===== src/rtl/fetch_unit.sv =====
// Instruction fetch unit.
// Issues one word request at a time to instruction memory, queues up to two
// fetched {instr, pc} pairs and presents the oldest to decode. A redirect
// realigns the fetch address, flushes the queue and discards any reply that
// is still in flight.
//
// Ports:
//   clk, rst_n      clock, asynchronous active-low reset
//   mem_req         fetch request (held until mem_ack)
//   mem_addr        byte address of the request
//   mem_ack         memory accepts the request; mem_rdata valid this cycle
//   mem_rdata       fetched instruction word
//   redirect_valid  control-flow change request
//   redirect_pc     new fetch address (word-aligned internally)
//   instr_valid     queue head holds a valid instruction
//   instr_ready     downstream consumes the head
//   instr           head instruction word
//   instr_pc        byte address of the head instruction
module fetch_unit #(
    parameter int unsigned              ADDR_WIDTH = 16,
    parameter int unsigned              DATA_WIDTH = 32,
    parameter logic [ADDR_WIDTH-1:0]    RESET_PC   = '0
) (
    input  logic                  clk,
    input  logic                  rst_n,
    output logic                  mem_req,
    output logic [ADDR_WIDTH-1:0] mem_addr,
    input  logic                  mem_ack,
    input  logic [DATA_WIDTH-1:0] mem_rdata,
    input  logic                  redirect_valid,
    input  logic [ADDR_WIDTH-1:0] redirect_pc,
    output logic                  instr_valid,
    input  logic                  instr_ready,
    output logic [DATA_WIDTH-1:0] instr,
    output logic [ADDR_WIDTH-1:0] instr_pc
);

    typedef enum logic [1:0] {
        IDLE = 2'd0,
        WAIT = 2'd1,
        DROP = 2'd2
    } state_t;

    state_t                state;
    logic                  started;
    logic [ADDR_WIDTH-1:0] fetch_pc;

    // Second queue slot; the head slot is the instr/instr_pc output register.
    logic                  q1_valid;
    logic [DATA_WIDTH-1:0] q1_data;
    logic [ADDR_WIDTH-1:0] q1_pc;

    logic                  ack;
    logic                  pop;
    logic                  push;
    logic                  full;
    logic [ADDR_WIDTH-1:0] redirect_aligned;

    // mem_ack only counts while a request is actually on the bus.
    assign ack              = mem_req & mem_ack;
    assign pop              = instr_valid & instr_ready;
    assign push             = (state == WAIT) & ack & ~redirect_valid;
    assign full             = instr_valid & q1_valid;
    assign redirect_aligned = {redirect_pc[ADDR_WIDTH-1:2], 2'b00};

    always_ff @(posedge clk or negedge rst_n) begin
        if (!rst_n) begin
            state       <= IDLE;
            started     <= 1'b0;
            fetch_pc    <= RESET_PC;
            mem_req     <= 1'b0;
            mem_addr    <= RESET_PC;
            instr_valid <= 1'b0;
            instr       <= '0;
            instr_pc    <= '0;
            q1_valid    <= 1'b0;
            q1_data     <= '0;
            q1_pc       <= '0;
        end else begin
            // One idle cycle after reset release before the first request.
            started <= 1'b1;

            // Request FSM: a single request outstanding at most.
            case (state)
                IDLE: begin
                    if (!redirect_valid && started && !full) begin
                        mem_req  <= 1'b1;
                        mem_addr <= fetch_pc;
                        state    <= WAIT;
                    end
                end
                WAIT: begin
                    if (ack) begin
                        mem_req <= 1'b0;
                        state   <= IDLE;
                    end else if (redirect_valid) begin
                        state <= DROP;
                    end
                end
                DROP: begin
                    if (ack) begin
                        mem_req <= 1'b0;
                        state   <= IDLE;
                    end
                end
                default: begin
                    mem_req <= 1'b0;
                    state   <= IDLE;
                end
            endcase

            // Fetch address: redirect wins over sequential advance.
            if (redirect_valid) begin
                fetch_pc <= redirect_aligned;
            end else if (push) begin
                fetch_pc <= fetch_pc + ADDR_WIDTH'(4);
            end

            // Two-entry queue; redirect flushes and overrides push/pop.
            if (redirect_valid) begin
                instr_valid <= 1'b0;
                q1_valid    <= 1'b0;
            end else if (push && pop) begin
                if (q1_valid) begin
                    instr    <= q1_data;
                    instr_pc <= q1_pc;
                    q1_data  <= mem_rdata;
                    q1_pc    <= mem_addr;
                end else begin
                    instr    <= mem_rdata;
                    instr_pc <= mem_addr;
                end
            end else if (pop) begin
                instr       <= q1_data;
                instr_pc    <= q1_pc;
                instr_valid <= q1_valid;
                q1_valid    <= 1'b0;
            end else if (push) begin
                if (!instr_valid) begin
                    instr       <= mem_rdata;
                    instr_pc    <= mem_addr;
                    instr_valid <= 1'b1;
                end else begin
                    q1_data  <= mem_rdata;
                    q1_pc    <= mem_addr;
                    q1_valid <= 1'b1;
                end
            end
        end
    end

endmodule


===== config.mk =====
export PLATFORM = sky130hd
export DESIGN_NAME = fetch_unit
export DESIGN_NICKNAME = d
export VERILOG_FILES = /design/src/rtl/fetch_unit.sv
export SDC_FILE = /design/constraint.sdc
export NUM_CORES = 1
export LEC_CHECK = 0
export BUFFER_PORTS_ARGS = -buffer_cell sky130_fd_sc_hd__buf_2
export CORE_UTILIZATION = 50
export CTS_CLUSTER_DIAMETER = 40
export DETAILED_ROUTE_END_ITERATION = 16
export PLACE_DENSITY = 0.82
export SLEW_MARGIN = 10
export SYNTH_ARGS = -nofsm -noshare
export SYNTH_HDL_FRONTEND = slang
export SYNTH_SLANG_ARGS = --single-unit
export TNS_END_PERCENT = 20

===== constraint.sdc =====
create_clock -name clk -period 2.8 [get_ports clk]
set_input_delay 0.42 -clock clk [delete_from_list [all_inputs] [get_ports clk]]
set_output_delay 0.42 -clock clk [all_outputs]
set_load 0.05 [all_outputs]

==> flow_metrics.tcl <==
set metrics [dict create \
    synth-edff-count 0 \
    cellPowerDensity_mw_per_mm2 589 \
    p_comb_frac 0.039 \
    critical_path_class "reg2reg" \
    overflow 0 \
    worstHoldPathType "in2async" \
    fin_crit_sh 0.832 \
    route.vias.total 3759 \
    setup_tns_ns 0 \
    reg2reg_depth 6 \
    pwr-share-seq 0.462 \
    holdWs_ns 0.00951 \
    power_frac_clock 0.499 \
    cts_setup_buffers 0 \
    grt_max_degree 93 \
    seq_area_frac_synth 0.549 \
    vias_per_cell 5.24 \
    die_area_sq_mm 0.0119 \
    cts-root-buf "clkbuf_16" \
    utilization 0.621 \
    io_pins 119 \
    holdBufCountCts 0 \
    instances_no_fill 718 \
    synth_seq_cells 126 \
    ys.flop_type "dfrtp_1" \
    gp_congestion 0.772 \
    cts_buffer_depth 2 \
    netlist.area_leader.share 0.549 \
    syn_area_per_cell_sq_um 12.6 \
    clkLatencyLatePin_ns 0.41 \
    period_needed_ns 2.33 \
    ant_nets 0 \
    power_switching_w 0.000864 \
    dpl_cell_area_sq_mm 0.00631 \
    stdcell_area_sq_mm 0.00685 \
    wl_microns 11700 \
    setup_viol 0 \
    p_leak_nw 3.52 \
    die-height_microns 109 \
    r2r_slack_ns 0.47 \
    slew_headroom 0.416 \
    slew_viol_final 0 \
    synth_largest_area_cell "dfrtp_1" \
    async_flop_share 1.00 \
    dp.cells 687 \
    synth_area_leaders "dfrtp_1, mux2_4, mux2i_1" \
    grt_setup_unrepaired "false" \
    clk_pin_slew_ns 0.05 \
    cts_buffers 17 \
    grtUsageTotal 0.207 \
    synth_common_cells "dfrtp_1, a21oi_1, nor2_1" \
    syn_inst 456 \
    ys.warnings.count 0 \
    cts_tree "done" \
    tightest_slew_ns 0.876 \
    hold_viol 0 \
    drv_cap 0 \
    grt_pass1_wl_microns 18400 \
    portBuffers 112 \
    drive_gt1_frac 0.365 \
    intPower_w 0.00317 \
    area_growth_pct 19.4 \
    swShare 0.214 \
    clock-skew-final_ns 0.00700 \
    wire_per_inst_microns 16.3 \
    ys_types 32 \
    initial_core_util 0.520 \
    ir_drop_v 0.000404 \
    worstPathMaxFanout 46 \
    critPathArrivalTime_ns 2.62 \
    rows 38 \
    cts-htree-levels 4 \
    core_area_sq_mm 0.0110 \
    cts_resized 0 \
    synth_area_sq_mm 0.00574 \
    yosysMostFrequentCell "dfrtp_1" \
    dr.pass1.iters 4 \
    outcome "finished clean" \
    fin_nets 623 \
    hpwl_microns 7480 \
    antenna_found_initial 0 \
    cp_data_required_time_ns 3.09 \
    dieWidth_microns 109 \
    r2r_start "state[1]" \
    drt_iter0_drc 216 \
    cts.sinks 126 \
    cp-start-kind "flip-flop" \
    max_freq_mhz 429 \
    reg2reg_to "q1_data[24]" \
    cp-end-kind "flip-flop" \
    diodes 0 \
    grt_pass1_vias 3845 \
    drt_drc_violations_left 0 \
]
## worst max-delay path by stage
stage | start | to | depth (start not counted)
2_1_floorplan | mem_req | q1_data[0] | 5
3_3_place_gp | redirect_valid | q1_data[25] | 4
3_5_place_dp | state[1] | q1_data[16] | 6
5_1_grt | state[1] | q1_data[24] | 6
4_1_cts | state[1] | q1_data[7] | 6
6_report | state[1] | q1_data[24] | 6
## power by group through the flow
stage | Sequential [W] | Combinational (W) | Clock (W)
6_report | 0.00187 | 0.000156 | 0.00202
4_1_cts | 0.00187 | 0.000160 | 0.00206
2_1_floorplan | 0.00189 | 0.0000675 | 0
5_1_grt | 0.00187 | 0.000177 | 0.00215
3_5_place_dp | 0.00190 | 0.000157 | 0
3_3_place_gp | 0.00190 | 0.000149 | 0
## metrics by stage
stage	power (W)	setup WS (ns)
6_report	0.00404	0.470
3_5_place_dp	0.00205	0.490
3_3_place_gp	0.00204	0.543
4_1_cts	0.00408	0.476
2_1_floorplan	0.00196	0.847
5_1_grt	0.00420	0.364
## per-layer routing
metal,share of wire,track usage,wire length [microns],up-vias
met5,0,0,0,-
met4,0.015,0.0936,181,0
met2,0.49,0.334,5690,115
met1,0.44,0.255,5150,1828
met3,0.058,0.0616,683,16
li1,-,-,-,1800
## final cells by class
class | instances | area (sq um)
clock buffers | 23 | 478
inverters | 8 | 30.0
well taps | 140 | 175
flip-flops and latches | 126 | 3150
multi-input cells | 296 | 2310
fillers | 839 | 4180
clock inverters | 8 | 65.1
repair buffers | 117 | 638
## placed cells by master (no fill, tap or decap), drive strengths merged, types with 3 or more instances in the layout
| cell | n |
|---|---|
| clkbuf | 23 |
| xor2 | 3 |
| o21ai | 17 |
| conb | 5 |
| nor4 | 6 |
| buf | 117 |
| a21oi | 52 |
| xnor2 | 9 |
| mux2 | 61 |
| nor2 | 50 |
| nand3 | 4 |
| nand4 | 5 |
| nand2 | 19 |
| dfrtp | 126 |
| ha | 4 |
| inv | 8 |
| mux2i | 48 |
| clkinv | 7 |
## kinds of logic (layout without fill, tap and decap cells)
group                      count (synthesis)  after routing  synth area share
muxes                                    109            109             0.230
DFF                                      126            126             0.549
adders and majority gates                  4              4           0.00872
AOI/OAI and AO/OA                         72             72            0.0647
and+or+nand+nor                           94             94            0.0741
other                                      2              5           0.00131
buffers and inverters                     37            156            0.0538
xor gates and xnor gates                  12             12            0.0183
## sequential cells by signal, summed over array words and instances, names as in the netlist
signal and count:
q1_valid 1, q1_data 32, instr 32, instr_valid 1
started 1, instr_pc 14, q1_pc 14, fetch_pc 14
state 2, mem_addr 14, mem_req 1
## critical path, stage by stage, from the launching register on
cell and delay [ns]:
dfrtp_1 0.39, inv_1 0.10, ha_1 0.30, nand3_4 0.16, or3_2 0.43, buf_4 0.40, mux2_4 0.41
Note: power is estimated with default switching activity, not from simulation.
